**src/rtl/wb16_bridge_master.sv**
```systemverilog
// Wishbone initiator: splits a 32-bit client access into one or two big-endian 16-bit
// classic cycles (upper half at the lower address), with a per-phase ack timeout.
module wb16_bridge_master #(
    parameter int unsigned TIMEOUT = 255
) (
    input  logic        clk_i,
    input  logic        rst_i,
    input  logic        req_i,
    input  logic        we_i,
    input  logic [31:0] adr_i,
    input  logic [31:0] dat_i,
    input  logic [3:0]  sel_i,
    input  logic        tga_i,
    output logic [31:0] dat_o,
    output logic        ack_o,
    output logic        err_o,
    output logic [31:0] wb_adr_o,
    output logic [15:0] wb_dat_o,
    input  logic [15:0] wb_dat_i,
    output logic        wb_we_o,
    output logic        wb_tga_o,
    output logic        wb_stb_o,
    output logic        wb_cyc_o,
    output logic [1:0]  wb_sel_o,
    input  logic        wb_ack_i
);
    typedef enum logic [2:0] {StIdle, StHi, StGap, StLo, StDone} state_e;

    localparam logic [15:0] TimeoutCnt = 16'(TIMEOUT);

    state_e      state_q;
    logic [31:0] adr_lo_q;
    logic [15:0] dat_lo_q;
    logic [1:0]  sel_lo_q;
    logic [15:0] cnt_q;

    logic [31:0] base_in;
    logic        phase_ack;
    logic        phase_expired;

    assign base_in       = adr_i & 32'hFFFF_FFFC;
    // Acks seen while stb is low are stale registered acks from the previous phase.
    assign phase_ack     = wb_stb_o & wb_ack_i;
    assign phase_expired = (cnt_q == TimeoutCnt);

    always_ff @(posedge clk_i) begin
        if (rst_i) begin
            state_q  <= StIdle;
            adr_lo_q <= '0;
            dat_lo_q <= '0;
            sel_lo_q <= '0;
            cnt_q    <= '0;
            dat_o    <= '0;
            ack_o    <= 1'b0;
            err_o    <= 1'b0;
            wb_adr_o <= '0;
            wb_dat_o <= '0;
            wb_sel_o <= '0;
            wb_we_o  <= 1'b0;
            wb_tga_o <= 1'b0;
            wb_stb_o <= 1'b0;
            wb_cyc_o <= 1'b0;
        end else begin
            ack_o <= 1'b0;
            err_o <= 1'b0;
            unique case (state_q)
                StIdle: begin
                    if (req_i) begin
                        adr_lo_q <= base_in + 32'd2;
                        dat_lo_q <= dat_i[15:0];
                        sel_lo_q <= sel_i[1:0];
                        cnt_q    <= '0;
                        dat_o    <= '0;
                        if (sel_i[3:2] != 2'b00) begin
                            state_q  <= StHi;
                            wb_adr_o <= base_in;
                            wb_sel_o <= sel_i[3:2];
                            wb_dat_o <= dat_i[31:16];
                            wb_we_o  <= we_i;
                            wb_tga_o <= tga_i;
                            wb_stb_o <= 1'b1;
                            wb_cyc_o <= 1'b1;
                        end else if (sel_i[1:0] != 2'b00) begin
                            state_q  <= StLo;
                            wb_adr_o <= base_in + 32'd2;
                            wb_sel_o <= sel_i[1:0];
                            wb_dat_o <= dat_i[15:0];
                            wb_we_o  <= we_i;
                            wb_tga_o <= tga_i;
                            wb_stb_o <= 1'b1;
                            wb_cyc_o <= 1'b1;
                        end else begin
                            state_q <= StDone;
                            ack_o   <= 1'b1;
                        end
                    end
                end
                StHi: begin
                    if (phase_ack) begin
                        if (!wb_we_o) begin
                            dat_o[31:16] <= wb_dat_i;
                        end
                        if (sel_lo_q != 2'b00) begin
                            state_q  <= StGap;
                            wb_stb_o <= 1'b0;
                        end else begin
                            state_q  <= StDone;
                            ack_o    <= 1'b1;
                            wb_stb_o <= 1'b0;
                            wb_cyc_o <= 1'b0;
                            wb_we_o  <= 1'b0;
                            wb_tga_o <= 1'b0;
                        end
                    end else if (phase_expired) begin
                        state_q  <= StDone;
                        err_o    <= 1'b1;
                        dat_o    <= '0;
                        wb_stb_o <= 1'b0;
                        wb_cyc_o <= 1'b0;
                        wb_we_o  <= 1'b0;
                        wb_tga_o <= 1'b0;
                    end else begin
                        cnt_q <= cnt_q + 16'd1;
                    end
                end
                StGap: begin
                    state_q  <= StLo;
                    wb_adr_o <= adr_lo_q;
                    wb_sel_o <= sel_lo_q;
                    wb_dat_o <= dat_lo_q;
                    wb_stb_o <= 1'b1;
                    cnt_q    <= '0;
                end
                StLo: begin
                    if (phase_ack) begin
                        if (!wb_we_o) begin
                            dat_o[15:0] <= wb_dat_i;
                        end
                        state_q  <= StDone;
                        ack_o    <= 1'b1;
                        wb_stb_o <= 1'b0;
                        wb_cyc_o <= 1'b0;
                        wb_we_o  <= 1'b0;
                        wb_tga_o <= 1'b0;
                    end else if (phase_expired) begin
                        state_q  <= StDone;
                        err_o    <= 1'b1;
                        dat_o    <= '0;
                        wb_stb_o <= 1'b0;
                        wb_cyc_o <= 1'b0;
                        wb_we_o  <= 1'b0;
                        wb_tga_o <= 1'b0;
                    end else begin
                        cnt_q <= cnt_q + 16'd1;
                    end
                end
                StDone: begin
                    state_q <= StIdle;
                end
                default: begin
                    state_q <= StIdle;
                end
            endcase
        end
    end

    ack_err_excl: assert property (@(posedge clk_i) !(ack_o && err_o));
    stb_in_cyc:   assert property (@(posedge clk_i) wb_stb_o |-> wb_cyc_o);

endmodule

```
**config.mk**
```make
export PLATFORM = sky130hd
export DESIGN_NAME = wb16_bridge_master
export DESIGN_NICKNAME = d
export VERILOG_FILES = /design/src/rtl/wb16_bridge_master.sv
export SDC_FILE = /design/constraint.sdc
export NUM_CORES = 1
export LEC_CHECK = 0
export CORE_ASPECT_RATIO = 0.6
export CORE_MARGIN = 10
export CORE_UTILIZATION = 29
export CTS_BUF_LIST = sky130_fd_sc_hd__clkbuf_4 sky130_fd_sc_hd__clkbuf_8
export DETAILED_ROUTE_END_ITERATION = 12
export PLACE_DENSITY = 0.57
export SLEW_MARGIN = 25
export SYNTH_ARGS = -nofsm -noshare
export SYNTH_HDL_FRONTEND = slang
export SYNTH_SLANG_ARGS = --single-unit
```
**constraint.sdc**
```tcl
create_clock -name clk_i -period 2.06 [get_ports clk_i]
set_clock_uncertainty 0.05 [all_clocks]
set_input_delay 0.206 -clock clk_i [delete_from_list [all_inputs] [get_ports clk_i]]
set_output_delay 0.206 -clock clk_i [all_outputs]
set_load 0.02 [all_outputs]
```
==> run_summary.xml, run 1 <==
<?xml version="1.0" encoding="UTF-8"?>
<metrics>
  <group name="outcome">
    <metric name="status" unit="">finished, final reports clean</metric>
  </group>
  <group name="route">
    <metric name="drtIter0Drc" unit="">468</metric>
    <metric name="via_count" unit="">6413</metric>
    <metric name="postRouteWirelength" unit="um">22600</metric>
    <metric name="drt_drc_violations_left" unit="">0</metric>
    <metric name="drtAntennaViolNets" unit="">0</metric>
    <metric name="detail_route.vias_per_cell" unit="">4.90</metric>
    <metric name="routed_wire_length_per_instance" unit="um">17.3</metric>
    <metric name="drt-pass1-iter-count" unit="">5</metric>
  </group>
  <group name="global_routing">
    <metric name="met3_usage" unit="">0.0677</metric>
    <metric name="top_usage_layer" unit="">met1</metric>
    <metric name="global_route.usage.met2" unit="">0.202</metric>
    <metric name="grt_start_max_net_pins" unit="">61</metric>
    <metric name="grt_pass1_wl" unit="um">36000</metric>
    <metric name="grt_overflow_total" unit="">0</metric>
    <metric name="globalRouteTotalUtil" unit="">0.153</metric>
    <metric name="antenna_found_initial" unit="">3</metric>
    <metric name="grt.met1_usage" unit="">0.218</metric>
    <metric name="grt_pass1_vias" unit="">6152</metric>
  </group>
  <group name="sta">
    <metric name="finalMaxSlewViolations" unit="">0</metric>
    <metric name="setup-violations-final" unit="">0</metric>
    <metric name="total_negative_slack" unit="ns">0</metric>
    <metric name="post-route-period-util" unit="">0.936</metric>
    <metric name="clock.fmax" unit="MHz">518</metric>
    <metric name="layout_min_cycle_time" unit="ns">1.93</metric>
    <metric name="timing_hold_violations_final" unit="">0</metric>
    <metric name="timing_worst_slew_pin_value" unit="ns">0.706</metric>
    <metric name="worst_slew_margin_rel" unit="">0.529</metric>
    <metric name="grt_setup_unrepaired" unit="">no</metric>
  </group>
  <group name="clocking">
    <metric name="cts_root_buf" unit="">clkbuf_8</metric>
    <metric name="clkLatencyLatePin" unit="ns">0.47</metric>
    <metric name="cts_tree" unit="">built</metric>
    <metric name="clock_tree.buffer_depth" unit="">2</metric>
    <metric name="numCtsBuffers" unit="">17</metric>
    <metric name="clk_pin_slew" unit="ns">0.09</metric>
    <metric name="htree_num_levels" unit="">4</metric>
    <metric name="cts.sink_count" unit="">155</metric>
  </group>
  <group name="floorplan">
    <metric name="core_region_area" unit="um^2">22200</metric>
    <metric name="ios" unit="">178</metric>
    <metric name="core.rowCount" unit="">42</metric>
    <metric name="design.die.area" unit="um^2">29400</metric>
    <metric name="die_width" unit="um">215</metric>
    <metric name="dieHeight" unit="um">137</metric>
    <metric name="initial_core_utilization" unit="">0.297</metric>
  </group>
  <group name="worst_setup_path">
    <metric name="critical_path_peak_fanout" unit="">7</metric>
    <metric name="worstPathBufferInverterCount" unit="">1</metric>
    <metric name="worst_setup_path_start_kind" unit="">register</metric>
    <metric name="ff2ff_path_depth" unit="">7</metric>
    <metric name="end_kind" unit="">primary output</metric>
    <metric name="critical-path-top-delay-family" unit="">buffers and inverters</metric>
    <metric name="worstPathArrival" unit="ns">1.67</metric>
    <metric name="timing.critical_path.depth" unit="">1</metric>
    <metric name="worstPathCellList" unit="">clkdlybuf4s50_1</metric>
    <metric name="timing.rr.start" unit="">cnt_q[0]</metric>
    <metric name="timing.critical_path.from" unit="">wb_we_o</metric>
    <metric name="criticalPathCategory" unit="">register to primary output</metric>
    <metric name="cp.required" unit="ns">1.80</metric>
    <metric name="crit_path_top_delay_cell" unit="">clkdlybuf4s50_1</metric>
    <metric name="slowest_stage_delay_cp" unit="ns">0.72</metric>
  </group>
  <group name="run">
    <metric name="max_cap_violation_count" unit="">0</metric>
  </group>
  <group name="yosys">
    <metric name="synth_flop_cell" unit="">dfxtp_1</metric>
    <metric name="syn-mean-instance-area" unit="um^2">8.20</metric>
    <metric name="synth-xor-area-share" unit="">0.0133</metric>
    <metric name="yosys.cell_count.top_type" unit="">nand2_1</metric>
    <metric name="post_syn_area" unit="um^2">6600</metric>
    <metric name="synth.yosys.warnings" unit="">0</metric>
    <metric name="yosys-mux-area-fraction" unit="">0</metric>
    <metric name="post-synth-top-area-cell" unit="">dfxtp_1</metric>
    <metric name="post_synth_inst_count" unit="">805</metric>
    <metric name="synth_top_family_by_area" unit="">compound AO/OA/AOI/OAI gates</metric>
    <metric name="yosys.area_share.simple" unit="">0.227</metric>
    <metric name="synth_enable_flop_cells" unit="">0</metric>
    <metric name="ys_seq_elements" unit="">155</metric>
    <metric name="synth.distinct_cells" unit="">49</metric>
    <metric name="netlist_top_cells_count" unit="">nand2_1 (176), dfxtp_1 (155), a21oi_1 (75)</metric>
    <metric name="post_synthesis_sequential_area_ratio" unit="">0.470</metric>
    <metric name="post_synth_main_area_contributors" unit="">dfxtp_1 (47%), nand2_1 (10%), a21oi_1 (5.7%)</metric>
    <metric name="yosysTopAreaCellShare" unit="">0.470</metric>
    <metric name="synthesis.nets" unit="">896</metric>
    <metric name="synth_compound_area_frac" unit="">0.239</metric>
    <metric name="postSynth.asyncResetShare" unit="">0</metric>
    <metric name="post_synth_fa_ha_maj_area_fraction" unit="">0.00190</metric>
  </group>
  <group name="place">
    <metric name="io_buffers" unit="">174</metric>
    <metric name="hpwlAfterDp" unit="um">16000</metric>
    <metric name="gp_congestion" unit="">0.807</metric>
    <metric name="placed_cells" unit="">1270</metric>
  </group>
  <group name="finish">
    <metric name="final.fill_count" unit="">2221</metric>
    <metric name="postLayoutCoreUtil" unit="">0.423</metric>
    <metric name="net_count_of_the_finished_layout" unit="">1077</metric>
    <metric name="multi_input_comb_area" unit="um^2">3230</metric>
    <metric name="area.growth.synth_to_final" unit="%">42.4</metric>
    <metric name="final_layout_size_suffix_gt1_frac" unit="">0.104</metric>
    <metric name="sequential_cell_area" unit="um^2">3100</metric>
    <metric name="final-instance-count-excl-fill" unit="">1309</metric>
  </group>
  <group name="power_and_ir_drop">
    <metric name="netSwitchingPower" unit="mW">2.21</metric>
    <metric name="sw_frac_of_total" unit="">0.299</metric>
    <metric name="internal-power" unit="mW">5.18</metric>
    <metric name="sequentialPowerShare" unit="">0.447</metric>
    <metric name="comb_power_share" unit="">0.209</metric>
    <metric name="design_power_total" unit="mW">7.39</metric>
    <metric name="clock_power_share" unit="">0.343</metric>
    <metric name="powerDensity" unit="nW/um^2">787</metric>
    <metric name="irDropWorstVdd" unit="mV">0.393</metric>
    <metric name="power_leakage" unit="nW">3.41</metric>
  </group>
  <group name="min_path">
    <metric name="holdCritStartpoint" unit="">adr_i[14]</metric>
    <metric name="hold_depth" unit="">3</metric>
    <metric name="holdCritPathClass" unit="">primary input to register</metric>
  </group>
</metrics>
[worst register-to-register path, cell delays in order (launching register included)]
cell and delay (ns):
dfxtp_1 0.42, ha_2 0.26, and3_1 0.18, nand4_1 0.17
o211ai_1 0.17, a31oi_2 0.13, buf_4 0.19, a22o_1 0.23
[layout by cell type (no fill, tap or decap), drive strengths merged, types with 3 or more instances in the layout]
| master | n |
|---|---|
| nor2b | 3 |
| a31oi | 3 |
| nor2 | 54 |
| nand3 | 56 |
| nor3 | 5 |
| dfxtp | 155 |
| clkinv | 6 |
| nand2 | 176 |
| bufinv | 3 |
| nor4b | 3 |
| nor4 | 4 |
| clkbuf | 20 |
| or3 | 5 |
| nand4 | 7 |
| a22o | 31 |
| xnor2 | 4 |
| nand2b | 4 |
| a22oi | 3 |
| and3 | 5 |
| clkdlybuf4s50 | 173 |
| and4 | 5 |
| a21oi | 75 |
| a311oi | 32 |
| buf | 56 |
| o21ai | 41 |
| inv | 4 |
| xor2 | 6 |
| o2bb2ai | 15 |
| o211ai | 24 |
[area by class of cell]
type	instances	area share
Multi-Input combinational cell	579	0.344
Sequential cell	155	0.330
Timing Repair Buffer	230	0.237
Tap cell	308	0.0410
Clock buffer	20	0.0293
Clock inverter	12	0.0173
Inverter	3	0.00120
Antenna cell	2	0.000532
[stage by stage]
stage / hold WS, ns / cell area [um^2] / setup slack, ns
floorplan: 0.282 / 6600 / 0.257
global placement: 0.391 / 8900 / -0.195
detailed placement: 0.396 / 8900 / -0.152
CTS: 0.214 / 9350 / 0.0888
global route: 0.241 / 9390 / 0.0245
finish: 0.257 / 9400 / 0.131
[cell families after synthesis]
family	Yosys count
buf+inv	71
compound gates	234
flops	155
simple gates	333
xor+xnor	10
fa+ha+maj	1
other cells	1
[layer usage]
metal	vias to the layer above	share of wire
met3	20	0.095
li1	3242	-
met5	-	0.00093
met4	4	0.0074
met1	2936	0.51
met2	211	0.39
[sequential cells by signal, indices dropped and copies added (netlist names)]
signal / flops
wb_dat_o: 16
dat_lo_q: 16
sel_lo_q: 2
wb_stb_o: 1
wb_sel_o: 2
ack_o: 1
err_o: 1
wb_tga_o: 1
state_q: 3
wb_we_o: 1
wb_adr_o: 31
adr_lo_q: 31
cnt_q: 16
dat_o: 32
wb_cyc_o: 1
[repair_timing]
| action | in CTS | in global routing |
|---|---|---|
| resized for setup | 0 | 3 |
| hold buffers | 1 | 0 |
| endpoints found under the setup margin | 0 | 12 |
| setup buffers | 0 | 4 |
| endpoints found under the hold margin | 4 | 0 |
[power by group through the flow]
stage,Clock [mW],Sequential (mW),Combinational (mW)
2_1_floorplan,0,3.50,0.632
3_3_place_gp,0,3.37,1.54
3_5_place_dp,0,3.38,1.54
4_1_cts,2.62,3.31,1.55
5_1_grt,2.74,3.33,1.70
6_report,2.54,3.31,1.55
[final timing paths]
kind / to / slack [ns]
worst min-delay path: adr_lo_q[14] / 0.26
worst max-delay path: wb_we_o / 0.13
worst min register to register: wb_sel_o[1] / 0.41
worst max register to register: dat_o[14] / 0.16
(Power assumes the default switching activity.)
==> inputs of run 2 (changes only) <==
SKIP_LAST_GASP = 1   (was default)
clock period = 2.3 ns   (was 2.06 ns; I/O delays follow)
==> run 2 against run 1 <==
  * Combinational power down 15%
  * Via count fell by 1.4%
  * Sequential share of layout area increased by 1.0 points
  * Clock-buffer cell count is the same
  * Routed wire length about the same
  * Worst setup slack better by 0.12 ns
  * Die area unchanged
  * Global-route usage about the same
  * Cell count decreased by 2.0%
  * Design area fell by 3.0%
  * Critical endpoint is now dat_o[17]
  * Critical path depth is 5 higher
==> run_summary.xml, run 2 (synthesized netlist as in run 1, its figures left out) <==
<?xml version="1.0" encoding="UTF-8"?>
<metrics>
  <group name="route">
    <metric name="postRouteWirelength" unit="um">22600</metric>
    <metric name="routed_wire_length_per_instance" unit="um">17.6</metric>
    <metric name="drtIter0Drc" unit="">463</metric>
    <metric name="detail_route.vias_per_cell" unit="">4.93</metric>
    <metric name="drt_drc_violations_left" unit="">0</metric>
    <metric name="via_count" unit="">6321</metric>
    <metric name="drtAntennaViolNets" unit="">0</metric>
    <metric name="drt-pass1-iter-count" unit="">5</metric>
  </group>
  <group name="floorplan">
    <metric name="dieHeight" unit="um">137</metric>
    <metric name="core.rowCount" unit="">42</metric>
    <metric name="die_width" unit="um">215</metric>
    <metric name="initial_core_utilization" unit="">0.297</metric>
    <metric name="design.die.area" unit="um^2">29400</metric>
    <metric name="core_region_area" unit="um^2">22200</metric>
    <metric name="ios" unit="">178</metric>
  </group>
  <group name="sta">
    <metric name="finalMaxSlewViolations" unit="">0</metric>
    <metric name="clock.fmax" unit="MHz">489</metric>
    <metric name="worst_slack" unit="ns">0.254</metric>
    <metric name="timing_worst_slew_pin_value" unit="ns">0.645</metric>
    <metric name="layout_min_cycle_time" unit="ns">2.05</metric>
    <metric name="setup-violations-final" unit="">0</metric>
    <metric name="timing_hold_violations_final" unit="">0</metric>
    <metric name="worst_slew_margin_rel" unit="">0.568</metric>
    <metric name="grt_setup_unrepaired" unit="">no</metric>
    <metric name="post-route-period-util" unit="">0.890</metric>
    <metric name="total_negative_slack" unit="ns">0</metric>
  </group>
  <group name="power_and_ir_drop">
    <metric name="powerDensity" unit="nW/um^2">703</metric>
    <metric name="power_leakage" unit="nW">3.26</metric>
    <metric name="design_power_total" unit="mW">6.41</metric>
    <metric name="irDropWorstVdd" unit="mV">0.394</metric>
  </group>
  <group name="finish">
    <metric name="area.growth.synth_to_final" unit="%">38.1</metric>
    <metric name="largest_register_ff_count" unit="">32</metric>
    <metric name="largest_registers" unit="">dat_o: 32 flops, adr_lo_q: 31 flops, wb_adr_o: 31 flops</metric>
    <metric name="postLayoutCellArea" unit="um^2">9120</metric>
    <metric name="commonest_non_fill_non_tap_cell_in_the_layout" unit="">nand2_1</metric>
    <metric name="final_layout_size_suffix_gt1_frac" unit="">0.0782</metric>
    <metric name="final-instance-count-excl-fill" unit="">1283</metric>
    <metric name="sequential_cell_area" unit="um^2">3100</metric>
    <metric name="net_count_of_the_finished_layout" unit="">1051</metric>
    <metric name="multi_input_comb_area" unit="um^2">3220</metric>
    <metric name="registers.top_by_ff_count" unit="">dat_o</metric>
    <metric name="final.fill_count" unit="">2280</metric>
    <metric name="layout_common_cells" unit="">nand2_1 (175), clkdlybuf4s50_1 (173), dfxtp_1 (154), a21oi_1 (75), nand3_1 (55)</metric>
  </group>
  <group name="global_routing">
    <metric name="globalRouteTotalUtil" unit="">0.153</metric>
    <metric name="grt_start_max_net_pins" unit="">61</metric>
    <metric name="antenna_found_initial" unit="">6</metric>
    <metric name="grt_overflow_total" unit="">0</metric>
    <metric name="grt_pass1_wl" unit="um">35900</metric>
    <metric name="grt_pass1_vias" unit="">6156</metric>
  </group>
  <group name="clocking">
    <metric name="postCtsSetupBuffers" unit="">0</metric>
    <metric name="cts_root_buf" unit="">clkbuf_8</metric>
    <metric name="numCtsBuffers" unit="">17</metric>
    <metric name="cts_tree" unit="">built</metric>
    <metric name="holdBufCountCts" unit="">0</metric>
    <metric name="post_cts.resized_instances" unit="">0</metric>
    <metric name="cts.sink_count" unit="">155</metric>
    <metric name="clkLatencyLatePin" unit="ns">0.47</metric>
    <metric name="clk_pin_slew" unit="ns">0.09</metric>
    <metric name="clock_tree.buffer_depth" unit="">2</metric>
    <metric name="htree_num_levels" unit="">4</metric>
  </group>
  <group name="worst_setup_path">
    <metric name="r2r_end" unit="">dat_o[17]</metric>
    <metric name="criticalPathCategory" unit="">register to register</metric>
    <metric name="timing.critical_path.from" unit="">cnt_q[12]</metric>
    <metric name="end_kind" unit="">register</metric>
    <metric name="worst_setup_path_start_kind" unit="">register</metric>
    <metric name="ff2ff_path_depth" unit="">6</metric>
    <metric name="cp.required" unit="ns">2.62</metric>
    <metric name="timing.rr.start" unit="">cnt_q[12]</metric>
    <metric name="critical_path_peak_fanout" unit="">15</metric>
    <metric name="worstPathArrival" unit="ns">2.36</metric>
    <metric name="ff2ff_setup_slack" unit="ns">0.25</metric>
  </group>
  <group name="min_path">
    <metric name="hold_depth" unit="">2</metric>
    <metric name="holdCritStartpoint" unit="">rst_i</metric>
    <metric name="sink_of_the_worst_hold_path" unit="">wb_cyc_o</metric>
    <metric name="holdCritPathClass" unit="">primary input to register</metric>
  </group>
  <group name="run">
    <metric name="max_cap_violation_count" unit="">0</metric>
  </group>
  <group name="place">
    <metric name="io_buffers" unit="">174</metric>
    <metric name="placed_cells" unit="">1249</metric>
    <metric name="gp_congestion" unit="">0.822</metric>
    <metric name="post-place-ws" unit="ns">0.164</metric>
    <metric name="hpwlAfterDp" unit="um">15400</metric>
    <metric name="postPlaceCellArea" unit="um^2">8710</metric>
  </group>
  <group name="outcome">
    <metric name="status" unit="">finished, final reports clean</metric>
  </group>
</metrics>
-- run 2: cell types whose count changed in the layout (fill, tap and decap cells not counted), moves of 2 or more --
cell / previous run / this run
clkinvlp_4: 2 / 0
buf_4: 51 / 28
clkinv_2: 1 / 5
buf_12: 5 / 3
clkinv_4: 5 / 3
-- run 2: final cells by class --
| cell class | count | share of cell area |
|---|---|---|
| multi-input cells | 579 | 0.353 |
| flip-flops and latches | 155 | 0.341 |
| repair buffers | 204 | 0.220 |
| well taps | 308 | 0.0423 |
| clock buffers | 20 | 0.0295 |
| clock inverters | 11 | 0.0132 |
| inverters | 3 | 0.00124 |
| diodes | 3 | 0.000823 |
-- run 2: layer usage --
| layer | routed length (um) | vias to the layer above | share of wire | GRT usage |
|---|---|---|---|---|
| met5 | 43 | - | 0.0019 | 0 |
| met4 | 133 | 6 | 0.0059 | 0.0341 |
| met3 | 2130 | 18 | 0.094 | 0.0683 |
| met2 | 8780 | 207 | 0.39 | 0.207 |
| met1 | 11500 | 2898 | 0.51 | 0.214 |
| li1 | - | 3192 | - | - |
-- run 2: worst max-delay path by stage --
stage | end | slack [ns]
3_3_place_gp | dat_o[3] | 0.18
4_1_cts | dat_o[29] | 0.24
5_1_grt | dat_o[29] | 0.13
2_1_floorplan | dat_o[21] | 0.50
3_5_place_dp | wb_stb_o | 0.16
6_report | dat_o[17] | 0.25
-- run 2: stage by stage --
step	util	hold WS, ns
floorplan	-	0.306
global placement	0.392	0.392
detailed placement	0.392	0.398
CTS	0.409	0.00166
global route	0.410	0.0375
finish	0.410	0.0440
-- run 2: power by group --
group          internal [mW]  switching (mW)
sequential              2.86           0.110
clock                   1.03            1.09
combinational          0.563           0.755
total                   4.45            1.95
-- run 2: critical path, cell delays in order (launching register included) --
cell and delay, ns:
dfxtp_1 0.38, nor4_2 0.41, and4_1 0.39, and3_1 0.21, buf_4 0.22, o2bb2ai_1 0.10
a22o_1 0.19
